===== config.mk =====
export PLATFORM = sky130hd
export DESIGN_NAME = otn_deframer
export DESIGN_NICKNAME = d
export VERILOG_FILES = /design/src/rtl/otn_deframer.sv
export SDC_FILE = /design/constraint.sdc
export NUM_CORES = 1
export LEC_CHECK = 0
export CORE_UTILIZATION = 50
export CTS_CLUSTER_SIZE = 25
export DETAILED_ROUTE_END_ITERATION = 10
export GPL_TIMING_DRIVEN = 1
export PLACE_DENSITY = 0.76
export SYNTH_ARGS = -nofsm -noshare
export SYNTH_HDL_FRONTEND = slang
export SYNTH_SLANG_ARGS = --single-unit

===== constraint.sdc =====
create_clock -name i_clk -period 1.9 [get_ports i_clk]
set_clock_uncertainty 0.2 [all_clocks]
set_input_delay 0.38 -clock i_clk [delete_from_list [all_inputs] [get_ports i_clk]]
set_output_delay 0.38 -clock i_clk [all_outputs]
set_load 0.02 [all_outputs]

===== src/rtl/otn_deframer.sv =====
// OTN-style byte deframer: FAS hunt, payload extraction, CRC-8 verdict, ACK pulse.
// Optional macro OTN_DEFRAMER_CRC_EN enables the CRC-8 check (else every full frame is good).
module otn_deframer #(
    parameter int PYLD_LEN   = 16,
    parameter int ACK_CYCLES = 16,
    parameter int TIMEOUT    = 4096
) (
    input  logic       i_clk,
    input  logic       i_rst,
    input  logic [7:0] i_byte,
    input  logic       i_byte_valid,
    input  logic       i_arq_en,
    output logic [7:0] o_pyld_data,
    output logic       o_pyld_valid,
    output logic       o_pyld_sof,
    output logic       o_pyld_eof,
    output logic       o_frame_good,
    output logic       o_frame_bad,
    output logic [7:0] o_crc_val,
    output logic [2:0] o_state,
    output logic       o_otn_tx_ack
);

    localparam int CW = $clog2(PYLD_LEN + 1);
    localparam int IW = $clog2(TIMEOUT + 1);
    localparam int AW = $clog2(ACK_CYCLES + 1);

    typedef enum logic [2:0] {
        S_HUNT = 3'd0,
        S_FAS2 = 3'd1,
        S_PYLD = 3'd2,
        S_CRC  = 3'd3
    } state_t;

    state_t          state_q, state_d;
    logic [CW-1:0]   cnt_q, cnt_d;
    logic [IW-1:0]   idle_q, idle_d;
    logic [AW-1:0]   ack_q, ack_d;
    logic [7:0]      data_q, data_d;
    logic            pv_q, pv_d;
    logic            sof_q, sof_d;
    logic            eof_q, eof_d;
    logic            good_q, good_d;
    logic            bad_q, bad_d;
    logic [7:0]      crcv_q, crcv_d;
`ifdef OTN_DEFRAMER_CRC_EN
    logic [7:0]      crc_q, crc_d;

    function automatic logic [7:0] crc8_upd(input logic [7:0] c, input logic [7:0] b);
        logic [7:0] r;
        r = c ^ b;
        for (int i = 0; i < 8; i++) begin
            r = r[7] ? ((r << 1) ^ 8'h07) : (r << 1);
        end
        return r;
    endfunction
`endif

    always_ff @(posedge i_clk) begin
        if (i_rst) begin
            state_q <= S_HUNT;
            cnt_q   <= '0;
            idle_q  <= '0;
            ack_q   <= '0;
            data_q  <= 8'h00;
            pv_q    <= 1'b0;
            sof_q   <= 1'b0;
            eof_q   <= 1'b0;
            good_q  <= 1'b0;
            bad_q   <= 1'b0;
            crcv_q  <= 8'h00;
`ifdef OTN_DEFRAMER_CRC_EN
            crc_q   <= 8'h00;
`endif
        end else begin
            state_q <= state_d;
            cnt_q   <= cnt_d;
            idle_q  <= idle_d;
            ack_q   <= ack_d;
            data_q  <= data_d;
            pv_q    <= pv_d;
            sof_q   <= sof_d;
            eof_q   <= eof_d;
            good_q  <= good_d;
            bad_q   <= bad_d;
            crcv_q  <= crcv_d;
`ifdef OTN_DEFRAMER_CRC_EN
            crc_q   <= crc_d;
`endif
        end
    end

    always_comb begin
        state_d = state_q;
        cnt_d   = cnt_q;
        idle_d  = idle_q;
        data_d  = data_q;
        pv_d    = 1'b0;
        sof_d   = 1'b0;
        eof_d   = 1'b0;
        good_d  = 1'b0;
        bad_d   = 1'b0;
        crcv_d  = crcv_q;
`ifdef OTN_DEFRAMER_CRC_EN
        crc_d   = crc_q;
`endif
        if (state_q != S_HUNT) begin
            idle_d = i_byte_valid ? '0 : idle_q + IW'(1);
        end
        unique case (state_q)
            S_HUNT: begin
                idle_d = '0;
                if (i_byte_valid && i_byte == 8'hF6) begin
                    state_d = S_FAS2;
                end
            end
            S_FAS2: begin
                if (i_byte_valid) begin
                    if (i_byte == 8'h28) begin
                        state_d = S_PYLD;
                        cnt_d   = '0;
`ifdef OTN_DEFRAMER_CRC_EN
                        crc_d   = 8'h00;
`endif
                    end else if (i_byte != 8'hF6) begin
                        state_d = S_HUNT;
                    end
                end
            end
            S_PYLD: begin
                if (i_byte_valid) begin
                    pv_d   = 1'b1;
                    data_d = i_byte;
                    sof_d  = (cnt_q == '0);
                    eof_d  = (cnt_q == CW'(PYLD_LEN - 1));
`ifdef OTN_DEFRAMER_CRC_EN
                    crc_d  = crc8_upd(crc_q, i_byte);
`endif
                    if (cnt_q == CW'(PYLD_LEN - 1)) begin
                        state_d = S_CRC;
                    end else begin
                        cnt_d = cnt_q + CW'(1);
                    end
                end
            end
            S_CRC: begin
                if (i_byte_valid) begin
                    state_d = S_HUNT;
`ifdef OTN_DEFRAMER_CRC_EN
                    crcv_d  = crc_q;
                    good_d  = (i_byte == crc_q);
                    bad_d   = (i_byte != crc_q);
`else
                    crcv_d  = 8'h00;
                    good_d  = 1'b1;
`endif
                end
            end
            default: state_d = S_HUNT;
        endcase
        // An idle line inside a frame abandons it; EOF is never emitted here.
        if (state_q != S_HUNT && !i_byte_valid && idle_q == IW'(TIMEOUT - 1)) begin
            state_d = S_HUNT;
            idle_d  = '0;
            bad_d   = 1'b1;
        end
    end

    always_comb begin
        ack_d = ack_q;
        if (!i_arq_en) begin
            ack_d = '0;
        end else if (good_q) begin
            ack_d = AW'(ACK_CYCLES);
        end else if (ack_q != '0) begin
            ack_d = ack_q - AW'(1);
        end
    end

    assign o_pyld_data  = data_q;
    assign o_pyld_valid = pv_q;
    assign o_pyld_sof   = sof_q;
    assign o_pyld_eof   = eof_q;
    assign o_frame_good = good_q;
    assign o_frame_bad  = bad_q;
    assign o_crc_val    = crcv_q;
    assign o_state      = state_q;
    assign o_otn_tx_ack = (ack_q != '0);

endmodule

==> results.md, run 1 <==
- CP max FO: 1
- First-pass GRT wire length: between 5000 and 6000 µm
- Top FF cell, synth: dfxtp_1
- Clock H-tree levels: 2
- Critical path required time: 1320 ps
- Initial Utilization: 0.546
- Io pins: 37
- CP Depth: 1
- Tcrit/Tclk final: 0.966
- Crit path DAT: 1250 ps
- Switching share of total power: 0.301
- Reg2reg setup slack: 110 ps
- Final Hold Viols: 0
- Ant diodes: 0
- Design area: 2160 µm²
- Vias post-DR: approximately 1,300
- Vias per cell: roughly 5
- Slowest cell delay on critical path: around 600 ps
- Logic gate share of total power: 0.296
- Antenna Nets Post-Route: 0
- Ys Warns: 0
- Routed WL per cell: 12.3 µm
- Drt first pass iters: 4
- CP Launch Type: register
- Leakage power: ~1.1 nW
- FP Rows: 20
- Fin worst setup slack: 65.0 ps
- Max cap viols: 0
- Min-Delay Startpoint: idle_q[12]
- Critical path class: register to primary output
- EDFF count, synth: 0
- Grt ovf: 0
- CTS Sinks: 38
- Largest family of logic cells by synthesized area: simple AND/OR/NAND/NOR gates
- Cts bufs inserted: 5
- Reg2Reg Capture Point: o_state[0]
- Total Routing Usage GR: 0.209
- CTS root buffer: clkbuf_4
- Max-slew violations: 0
- Hold_buf cts: 0
- FFs w/ async S/R, synth: 0
- Pre-CTS setup slack: -128 ps
- Endpoint, Worst Hold: idle_q[12]
- Die W: 60.7 µm
- Min-Delay Path Class: register to register
- Worst Setup End Kind: primary output
- Pin count of the biggest net entering global routing: 22
- Clock transition at the registers of the reported paths: 100 ps
- Post-Synth Adder-Cell Area: 0.0364
- Cells after Synth: 179
- Yosys cell types: 42
- Worst-Skew Late Latency: about 340 ps
- Vias in the first global route: between 1,000 and 1,500
- Core Util, Final: 0.684
- Post-synthesis sequential area ratio: 0.442
- HPWL Detailed: 2470 µm
- Core Area: between 3000 and 4000 µm²
- P_sw: 552 µW
- Clock Path Buffers: 2
- CP max-delay cell: clkdlybuf4s50_1
- DIE HEIGHT: roughly 61 µm
- Hold Path Stages: 2
- Die area: roughly 3700 µm²
- Post-Syn Area: about 1700 µm²
- Initial antenna violation count: 0
- P&R area growth vs syn: 25.4%
- Top delay family on crit path: buffers and inverters
- Fmax: 545 MHz
- Share of cells above drive strength 1: 0.158
- Power Density: ~850 nW/µm²
- Setup_tns: 0 ps
- Yosys reg bits: 38
- Avg Cell Area, Syn: 9.61 µm²
- GP Congestion: around 0.72
- XOR/XNOR Fraction of Synth Area: 0.0662
- Fin crit period: 1830 ps
- Reg2reg start: cnt_q[0]
- IO Port Bufs: 27
- RSZ-0062 raised after global routing: no
- DRC Markers: 0
- Clock power frac: 0.234
- Mux contribution to synthesized area: 0.0465
- R2R cell count: 7
- Complex-gate fraction of the synthesized area: 0.0691
- Internal Power: 1.28 mW
- Outcome: completed
- Max VDD drop: 591 µV
- Commonest non-fill, non-tap cells in the layout: dfxtp_1 (37), nor2_1 (32), clkdlybuf4s50_1 (13), buf_4 (13), dlymetal6s2s_1 (10)
- Placed instance area: 2070 µm²
- Tot Pwr: 1.84 mW
- Crit path buf inv count: 1
- CP cell instances: clkdlybuf4s50_1
- Sequential Power Share: 0.470
- Commonest non-fill, non-tap cell in the layout: dfxtp_1
- Post-synthesis simple-gate area fraction: 0.272
- Nets: 237
- TritonCTS clock tree: yes
- DRT Wirelength: 3260 µm
- # setup viols final: 0
- DRT iter0 DRCs: 48
[worst max path at each step]
stage / startpoint / end
after global routing: o_pyld_eof / o_pyld_eof
final: o_pyld_eof / o_pyld_eof
after CTS: o_frame_good / o_frame_good
after detailed placement: i_byte_valid / idle_q[6]
after global placement: i_byte[4] / cnt_q[2]
after floorplan: cnt_q[0] / o_state[0]
[flip-flops by register name, indices dropped and copies added (netlist names)]
signal        count
o_state           2
o_frame_bad       1
o_frame_good      1
o_pyld_eof        1
o_pyld_valid      1
o_pyld_sof        1
ack_q             5
o_pyld_data       8
idle_q           13
cnt_q             5
[power groups by stage]
stage | Combinational (mW) | Clock, mW | Sequential, mW
after detailed placement | 0.560 | 0 | 0.879
after global routing | 0.593 | 0.480 | 0.872
final | 0.544 | 0.431 | 0.863
after floorplan | 0.325 | 0 | 0.876
after CTS | 0.533 | 0.446 | 0.861
after global placement | 0.519 | 0 | 0.875
[through the flow]
step	hold WS, ps	std cells
after floorplan	212	187
after global placement	223	257
after detailed placement	235	257
after CTS	249	265
after global routing	267	265
final	243	265
[routing by layer]
layer	share of wire	global-route usage	vias up
met5	0	0	-
met4	0.020	0.110	0
met3	0.043	0.0554	7
met2	0.48	0.353	38
met1	0.45	0.244	609
li1	-	-	678
[timing repair]
action	CTS	global route
setup endpoints to repair	4	25
resized for setup	7	14
buffers inserted	0	0
[final cells by class]
| class | count | area, µm² |
|---|---|---|
| Inverter | 5 | 18.8 |
| Fill cell | 271 | 996 |
| Clock inverter | 1 | 5.00 |
| Tap cell | 44 | 55.1 |
| Sequential cell | 38 | 762 |
| Timing Repair Buffer | 39 | 379 |
| Multi-Input combinational cell | 131 | 882 |
| Clock buffer | 7 | 55.1 |
[worst register-to-register path, delay by kind of cell (launching register included)]
| kind | cells | cell delay [ps] |
|---|---|---|
| adder cells (fa/ha/maj) | 2 | 460 |
| AO/OA/AOI/OAI | 3 | 400 |
| flip-flops | 1 | 360 |
| AND/OR/NAND/NOR | 2 | 270 |
[synthesized netlist by cell type (2+ instances only)]
master | count | area, µm²
a31oi_1 | 3 | 18.8
nor3_1 | 6 | 30.0
ha_1 | 5 | 62.6
mux2i_1 | 8 | 80.1
and4b_1 | 3 | 30.0
xnor2_1 | 8 | 70.1
clkbuf_1 | 2 | 7.51
nand3_1 | 4 | 20.0
xor2_1 | 5 | 43.8
dfxtp_1 | 38 | 761
nand3b_1 | 5 | 37.5
nor2_1 | 32 | 120
a21oi_1 | 3 | 15.0
inv_1 | 5 | 18.8
a311oi_2 | 2 | 30.0
o31ai_1 | 3 | 22.5
nand2_1 | 10 | 37.5
and3_1 | 2 | 12.5
nor2_2 | 2 | 12.5
nand2b_1 | 2 | 12.5
buf_4 | 10 | 75.1
[kinds of logic after synthesis]
logic type      Yosys count
mux                       8
fa+ha+maj                 5
xor+xnor                 13
simple gates             81
compound gates           15
flops                    38
buf+inv                  18
other cells               1
No activity file was read; power rests on OpenSTA's default activity.
==> run 2, diff against run 1 <==
CTS_CLUSTER_SIZE = 28   (was 25)
==> results of run 2 <==
The final DEF is identical to that of run 1; final timing and power are the same.
==> run 3, diff against run 2 <==
CORE_UTILIZATION = 52   (was 50)
CTS_BUF_LIST = sky130_fd_sc_hd__clkbuf_2 sky130_fd_sc_hd__clkbuf_4 sky130_fd_sc_hd__clkbuf_8   (was unset)
PLACE_DENSITY = 0.78   (was 0.76)
==> results.md, run 3 (synthesis results as in run 1) <==
- Share of cells above drive strength 1: 0.178
- Power Density: ~830 nW/µm²
- Top delay family on crit path: buffers and inverters
- P&R area growth vs syn: 27.1%
- Cts bufs inserted: 5
- Clock Path Buffers: 2
- Clock transition at the registers of the reported paths: 110 ps
- TritonCTS clock tree: yes
- Die W: 59.5 µm
- First-pass GRT wire length: 5620 µm
- Initial antenna violation count: 0
- Reg2Reg Capture Point: o_state[0]
- Total Routing Usage GR: 0.215
- R2R cell count: 7
- Crit path buf inv count: 1
- CP Launch Type: register
- Clock H-tree levels: 2
- Fin crit period: 1830 ps
- Vias post-DR: 1,347
- Max cap viols: 0
- Nets: around 240
- DIE HEIGHT: a little under 60 µm
- Post-Layout Cell Count: 269
- Hold_buf cts: 0
- Setup Buffers After CTS: 0
- CTS Sinks: 38
- Crit path DAT: 1250 ps
- Leakage power: between 1 and 1.5 nW
- HPWL Detailed: about 2600 µm
- Initial Utilization: 0.554
- Largest register by flop count: idle_q
- Core Area: 3100 µm²
- Vias in the first global route: 1,329
- # setup viols final: 0
- CTS root buffer: clkbuf_4
- Tcrit/Tclk final: 0.961
- Critical path class: register to primary output
- Routed WL per cell: about 13 µm
- Min-Delay Path Class: register to register
- Critical path required time: ~1300 ps
- Slowest cell delay on critical path: 590 ps
- Ant diodes: 0
- Min-Delay Startpoint: idle_q[12]
- Grt ovf: 0
- Vias per cell: 5.01
- Tot Pwr: 1.82 mW
- IO Port Bufs: 27
- Reg2reg start: cnt_q[0]
- Final Hold Viols: 0
- DRT iter0 DRCs: 41
- Fmax: between 500 and 600 MHz
- Setup_tns: 0 ps
- Placed instance area: approximately 2100 µm²
- Endpoint, Worst Hold: idle_q[12]
- Max-slew violations: 0
- Worst-Skew Late Latency: roughly 340 ps
- Reg2reg setup slack: 90 ps
- GP Congestion: 0.819
- Max VDD drop: 614 µV
- Commonest non-fill, non-tap cell in the layout: dfxtp_1
- CP cell instances: clkdlybuf4s50_1
- CP max-delay cell: clkdlybuf4s50_1
- Worst Setup End Kind: primary output
- Max reg flops: 13
- Io pins: 37
- DRT Wirelength: 3370 µm
- FP Rows: 20
- Die area: 3540 µm²
- Antenna Nets Post-Route: 0
- Dpl cells: 261
- DRC Markers: 0
- Hold Path Stages: 2
- Pin count of the biggest net entering global routing: 22
- Outcome: completed
- Commonest non-fill, non-tap cells in the layout: dfxtp_1 (37), nor2_1 (32), buf_4 (16)
- Core Util, Final: 0.705
- Drt first pass iters: 4
- Design area: roughly 2200 µm²
- CP max FO: 1
-- run 3: worst max path at each step --
stage,startpoint,to,slack [ps],cells after the start
final,o_pyld_valid,o_pyld_valid,70,1
after global routing,cnt_q[0],o_state[0],-30,7
after CTS,o_frame_good,o_frame_good,0.4,1
after detailed placement,i_byte_valid,cnt_q[3],-110,5
after global placement,i_byte[1],cnt_q[2],-40,5
after floorplan,cnt_q[0],o_state[0],210,7
-- run 3: repair_timing --
| action | 4_1_cts | 5_1_grt |
|---|---|---|
| gates resized for setup | 9 | 11 |
| gates cloned | 0 | 0 |
| endpoints found under the setup margin | 5 | 11 |
-- run 3: stage by stage --
step	worst slack, ps	hold slack, ps
floorplan	212	212
global placement	-39.9	223
detailed placement	-107	230
CTS	0.421	246
global route	-33.3	270
finish	73.3	244
-- run 3: power breakdown --
part	internal [mW]	switching, mW	total, mW
clock	0.194	0.247	0.441
sequential	0.836	0.0256	0.861
combinational	0.254	0.264	0.518
-- run 3: area by class of cell --
type | count | area, µm²
sequential | 38 | 762
tap | 44 | 55.1
multi-input combinational | 131 | 885
timing repair buffer | 43 | 403
clock inverter | 1 | 5.00
fill | 261 | 916
inverter | 5 | 18.8
clock buffer | 7 | 58.8
-- run 3: layer usage --
| layer | part of all wire | global-route usage |
|---|---|---|
| met1 | 0.43 | 0.241 |
| met2 | 0.51 | 0.379 |
| met3 | 0.034 | 0.0480 |
| met4 | 0.027 | 0.110 |
| met5 | 0 | 0 |
